--- config.mk ---
export PLATFORM = sky130hd
export DESIGN_NAME = idct_block_scheduler
export DESIGN_NICKNAME = d
export VERILOG_FILES = /design/src/rtl/idct_block_scheduler.sv
export SDC_FILE = /design/constraint.sdc
export NUM_CORES = 1
export LEC_CHECK = 0
export CORE_AREA = 2 2 182 184
export DETAILED_ROUTE_END_ITERATION = 8
export DIE_AREA = 0 0 184 186
export GPL_TIMING_DRIVEN = 1
export MAX_ROUTING_LAYER = met4
export PLACE_DENSITY = 0.44
export SYNTH_ARGS = -nofsm -noshare
export SYNTH_HDL_FRONTEND = slang
export SYNTH_SLANG_ARGS = --single-unit
--- constraint.sdc ---
create_clock -name clock -period 2.46 [get_ports clock]
set_clock_uncertainty 0.2 [all_clocks]
set_input_delay 0.738 -clock clock [delete_from_list [all_inputs] [get_ports clock]]
set_output_delay 0.738 -clock clock [all_outputs]
set_load 0.03 [all_outputs]
--- src/rtl/idct_block_scheduler.sv ---
// Two-requester block scheduler in front of a row-based IDCT engine.
// Grants a full block of ROWS rows round-robin, then drains ROWS tagged result rows.
module idct_block_scheduler #(
    parameter int DIN_W  = 96,
    parameter int DOUT_W = 72,
    parameter int ROWS   = 8
) (
    input  logic              clock,
    input  logic              reset,
    input  logic [DIN_W-1:0]  s0_tdata,
    input  logic              s0_tvalid,
    input  logic              s0_tlast,
    output logic              s0_tready,
    input  logic [DIN_W-1:0]  s1_tdata,
    input  logic              s1_tvalid,
    input  logic              s1_tlast,
    output logic              s1_tready,
    output logic [DIN_W-1:0]  eng_s_tdata,
    output logic              eng_s_tvalid,
    input  logic              eng_s_tready,
    input  logic [DOUT_W-1:0] eng_m_tdata,
    input  logic              eng_m_tvalid,
    output logic              eng_m_tready,
    output logic [DOUT_W-1:0] m_tdata,
    output logic              m_tvalid,
    output logic              m_tlast,
    output logic              m_tdest,
    input  logic              m_tready,
    output logic              err_tlast,
    output logic [15:0]       blk_count
);

    typedef enum logic [1:0] {IDLE, LOAD, DRAIN} state_t;

    localparam logic [2:0] LAST = 3'(ROWS - 1);

    state_t     state;
    state_t     state_nxt;
    logic       grant;
    logic [2:0] cnt;
    logic       any_req;
    logic       pick;
    logic       sel_valid;
    logic       sel_last;
    logic       last_row;
    logic       s_hs;
    logic       m_hs;

    assign any_req   = s0_tvalid | s1_tvalid;
    // On a tie the requester not served last wins; grant doubles as last-grant.
    assign pick      = (s0_tvalid & s1_tvalid) ? ~grant : s1_tvalid;
    assign sel_valid = grant ? s1_tvalid : s0_tvalid;
    assign sel_last  = grant ? s1_tlast : s0_tlast;
    assign last_row  = (cnt == LAST);
    assign s_hs      = (state == LOAD) & sel_valid & eng_s_tready;
    assign m_hs      = (state == DRAIN) & eng_m_tvalid & m_tready;

    assign eng_s_tdata = grant ? s1_tdata : s0_tdata;
    assign m_tdata     = eng_m_tdata;
    assign m_tdest     = grant;

    always_ff @(posedge clock or negedge reset) begin
        if (!reset) begin
            state <= IDLE;
        end else begin
            state <= state_nxt;
        end
    end

    always_comb begin
        state_nxt = state;
        unique case (state)
            IDLE:    if (any_req) state_nxt = LOAD;
            LOAD:    if (s_hs && last_row) state_nxt = DRAIN;
            DRAIN:   if (m_hs && last_row) state_nxt = IDLE;
            default: state_nxt = IDLE;
        endcase
    end

    always_comb begin
        s0_tready    = 1'b0;
        s1_tready    = 1'b0;
        eng_s_tvalid = 1'b0;
        eng_m_tready = 1'b0;
        m_tvalid     = 1'b0;
        m_tlast      = 1'b0;
        unique case (state)
            LOAD: begin
                eng_s_tvalid = sel_valid;
                s0_tready    = ~grant & eng_s_tready;
                s1_tready    = grant & eng_s_tready;
            end
            DRAIN: begin
                m_tvalid     = eng_m_tvalid;
                eng_m_tready = m_tready;
                m_tlast      = last_row;
            end
            default: ;
        endcase
    end

    always_ff @(posedge clock or negedge reset) begin
        if (!reset) begin
            grant     <= 1'b1;
            cnt       <= '0;
            blk_count <= '0;
            err_tlast <= 1'b0;
        end else begin
            if (state == IDLE && any_req) grant <= pick;
            if (s_hs || m_hs) cnt <= last_row ? 3'd0 : cnt + 3'd1;
            if (s_hs && (sel_last != last_row)) err_tlast <= 1'b1;
            if (m_hs && last_row) blk_count <= blk_count + 16'd1;
        end
    end

endmodule
# ---- After elaboration in Yosys (flattened, before gate mapping)
# Cells that the tools add are included.
dict set report classes {
  add_sub_neg 2
  n_eq_ne 7
  n_mux 15
  bitwise_logic 9
  n_reduce_logical 7
}
# cell count
set op_table {}
lappend op_table {{two-way mux 96 bit} 1}
lappend op_table {{adder 16 x 1 -> 16 bit, second input constant} 1}
lappend op_table {{two-way mux 1 bit} 9}
lappend op_table {{AND 1 bit} 7}
lappend op_table {{two-way mux 2 bit} 3}
lappend op_table {{one-hot mux 2 bit (3 select lines)} 1}
lappend op_table {{logical AND 1 bit} 4}
lappend op_table {{inequality test 2 x 1 -> 1 bit, second input constant} 2}
lappend op_table {{adder 3 x 1 -> 3 bit, second input constant} 1}
lappend op_table {{equality test 3 bit, second input constant} 1}
lappend op_table {{two-way mux 3 bit} 1}
lappend op_table {{AND reduction 3 bit} 1}
lappend op_table {{equality test 2 x 1 -> 1 bit, second input constant} 1}
lappend op_table {{equality test 2 bit, second input constant} 1}
lappend op_table {{zero test 2 bit} 1}
lappend op_table {{inequality test 2 bit, second input constant} 1}
lappend op_table {{logical OR 1 bit} 1}
lappend op_table {{inequality test 1 bit} 1}
lappend op_table {{NOT 1 bit} 1}
lappend op_table {{bitwise OR 1 bit} 1}
dict set report totals {
  register_bits 23
  output_inout_bits 192
}

# ---- Longest topological paths before layout
dict set report depth {
  ltp_word 6
  mapped_depth 6
}

# ---- Worst setup path before layout
# Ideal clock, no wire load.
dict set report synth_timing {
  path_kind {reg-to-output}
  from {reg grant, in the netlist m_tdest}
  to {out s1_tready}
  t_arrival_ns 1.583
  required_ns 1.522
  slack_ns -0.061
  path_stages_with_launch 5
  path_buffers 2
  cell_sequence {dfstp_2 > clkbuf_1 > buf_2 > inv_1 > nor2_1}
}
dict set report synth_via {
  elab_chain_len 2
}
# item line
set synth_lines {}
lappend synth_lines {{from (decl)} 39} ;# logic grant;
lappend synth_lines {{from (signal assigned)} 109} ;# if (state == IDLE && any_req) grant <= pick;
lappend synth_lines {{AND 1 bit} 91} ;# s1_tready = grant & eng_s_tready;
lappend synth_lines {{two-way mux 1 bit} 87} ;# unique case (state)
lappend synth_lines {{to (decl)} 17} ;# output logic s1_tready,
# No other way between the ends.

# ---- Worst setup path after layout
dict set report layout_timing {
  from {reg grant, in the netlist m_tdest}
  to {out eng_s_tdata[26]}
}
dict set report layout_via {
  elab_chain_len 1
}
# item line
set layout_lines {}
lappend layout_lines {{two-way mux 96 bit} 58} ;# assign eng_s_tdata = grant ? s1_tdata : s0_tdata;
lappend layout_lines {{to (decl)} 18} ;# output logic [DIN_W-1:0] eng_s_tdata,
# No other way between the ends.

==> reports/metrics.cfg <==
[status]
status=complete, but fails checks
violations=setup timing

[timing]
slew_violations=0
worst_slew_pin_slew_ns=0.364
fin_crit_sh=1.10
min_period_ns=2.69
relSlewSlack=0.756
setup_viol=97
finalHoldViolations=0
whs_ns=0.270
rsz0062_at_grt=yes
final.setup.worst_slack_ns=-0.234
fmax_mhz=371

[global_route]
grt_pass1_wl_microns=23500
first_global_vias=3255
gr-total-overflow=0
grt_start_max_net_pins=24
antenna_found_initial=8
grtUsageTotal=0.0981

[worst_setup_path]
crit_fanout=18
crit_type=register to primary output
cp.required_ns=1.52
cp-end-kind=primary output
arrival_ns=1.76
r2r_cells=5
rr_startpoint=m_tdest$_DFFE_PN1P_
ff2ff_setup_slack_ns=0.33
r2r_end=cnt[1]$_DFFE_PN0P_
start_kind=register

[power]
power_leakage_nw=2.97
combPwrFrac=0.855
power_w=0.00574
peakVddDrop_mv=0.288
internal-power_w=0.00332
p_seq_frac=0.083
powerDensity_nw_per_um2=833
swShare=0.422
clkPwrFrac=0.061
p_switching_w=0.00242

[routing]
drt-total-wl_microns=18100
viasPerCell=3.28
dr.pass1.iters=4
via_count=3146
wl_per_cell_microns=18.9
drc=0
drtAntennaViolNets=0
drt_iter0_markers=61

[clock_tree]
cts_buffers=3
clk_latency_ns=0.25
cts_htree_levels=1
cts_sinks=23
cts_root_buf=clkbuf_16
clk_pin_slew_worst_paths_ns=0.06
cts_tree=yes
clockBufferDepth=2

[floorplanning]
die_area_sq_um=34200
start_util=0.0885
die_w_microns=184
die_h_microns=186
core-area_sq_um=32200
core.rowCount=66
ioPinCount=465

[layout]
nNetsFinal=821
mostFrequentLayoutCells=clkdlybuf4s50_1 (212), buf_6 (71), mux2_4 (67)
drive_above_1_share=0.460
syn_to_final_growth_pct=142
fin_util=0.214
layout_commonest_cell=clkdlybuf4s50_1
fill_cells=3527

[min_path]
hold_path_depth=1
hold_path.class=register to register
hold_path_startpoint=blk_count[15]$_DFFE_PN0P_
holdPathEnd=blk_count[15]$_DFFE_PN0P_

[logic_synthesis]
synthesis.nets=553
ys_seq_elements=23
async_reset_ff_frac=1.00
syn_area_sq_um=2850
syn_avg_cell_area_sq_um=10.3
synth_edf_count=0
synth_cells=277
synth_ff_type=dfrtp_1
ys_warn_count=0
synth_cell_types=37
ys_seq_area_frac=0.202

[placement]
io_buffer_count=320
routabilityCongestion=0.712
dpl.hpwl_microns=15700
pre_cts_ws_ns=-0.379

[run]
max_cap_viol_count=0

## flip-flops by register name, summed over array words and instances (netlist names)
name / cells
blk_count: 16
cnt: 3
state: 2
err_tlast: 1
m_tdest: 1
## logic make-up after synthesis
family / after synthesis / share of synthesized area
mux: 102 / 0.406
buf+inv: 87 / 0.217
simple gates: 41 / 0.100
flops: 23 / 0.202
xor+xnor: 16 / 0.0492
compound gates: 5 / 0.0123
fa+ha+maj: 3 / 0.0132
## area by class of cell
cell class,instances,area (sq um),share of cell area
timing repair buffer,347,3770,0.547
tap,408,510,0.0741
inverter,3,11.3,0.00163
multi-input combinational,167,1930,0.280
sequential,23,581,0.0842
antenna,6,15.0,0.00218
clock buffer,4,78.8,0.0114
## Yosys cell counts, types with 2 or more instances
library cell,instances,area [sq um]
mux2_2,97,1090
buf_4,72,541
dfrtp_1,22,551
buf_2,10,50.1
nor2_1,9,33.8
xnor2_1,9,78.8
xor2_1,7,61.3
nand2_1,6,22.5
and2_1,4,25.0
ha_1,3,37.5
inv_1,3,11.3
mux2_4,3,45.0
nand3_1,3,15.0
nor3_2,3,30.0
and3_1,2,12.5
mux2i_1,2,20.0
nor3_1,2,10.0
## stage by stage
stage | setup TNS [ns] | cell area, sq um | cells
finish | -16.71 | 6890 | 958
floorplan | 0 | 2860 | 277
global route | -20.64 | 6890 | 958
CTS | -18.40 | 6830 | 951
detailed placement | -8.52 | 6210 | 942
global placement | -8.88 | 6210 | 942
## how the worst max path moves through the flow
| stage | from | end | slack [ns] |
|---|---|---|---|
| after floorplan | m_tdest$_DFFE_PN1P_ | eng_s_tdata[0] | 0.03 |
| after global placement | s1_tvalid | eng_s_tvalid | -0.43 |
| after detailed placement | s1_tvalid | eng_s_tvalid | -0.38 |
| after CTS | m_tdest$_DFFE_PN1P_ | eng_s_tdata[87] | -0.24 |
| after global routing | m_tdest$_DFFE_PN1P_ | eng_s_tdata[9] | -0.28 |
| final | m_tdest$_DFFE_PN1P_ | eng_s_tdata[26] | -0.23 |
## timing repair
action / CTS / global route
pin swaps: 2 / 0
resized for setup: 139 / 12
setup buffers: 5 / 1
hold buffers: 0 / 0
endpoints found under the setup margin: 100 / 99
## power by group through the flow
| stage | clock, W | combinational, W | sequential, W |
|---|---|---|---|
| 4_1_cts | 0.000363 | 0.00489 | 0.000480 |
| 2_1_floorplan | 0 | 0.00250 | 0.000483 |
| 5_1_grt | 0.000377 | 0.00514 | 0.000487 |
| 6_report | 0.000353 | 0.00491 | 0.000478 |
| 3_5_place_dp | 0 | 0.00423 | 0.000486 |
| 3_3_place_gp | 0 | 0.00424 | 0.000485 |
## critical path, cell delays in order, from the launching register on
cell     delay (ns)
dfstp_4        0.64
buf_12         0.17
buf_12         0.18
mux2_2         0.36
buf_6          0.14
## metal layers
metal / GRT usage / routed length [microns] / vias up
li1: - / - / 1436
met5: - / 0 / -
met4: 0.00512 / 32 / 0
met3: 0.0595 / 2680 / 4
met2: 0.149 / 8020 / 263
met1: 0.116 / 7380 / 1443
(Power assumes the default switching activity.)
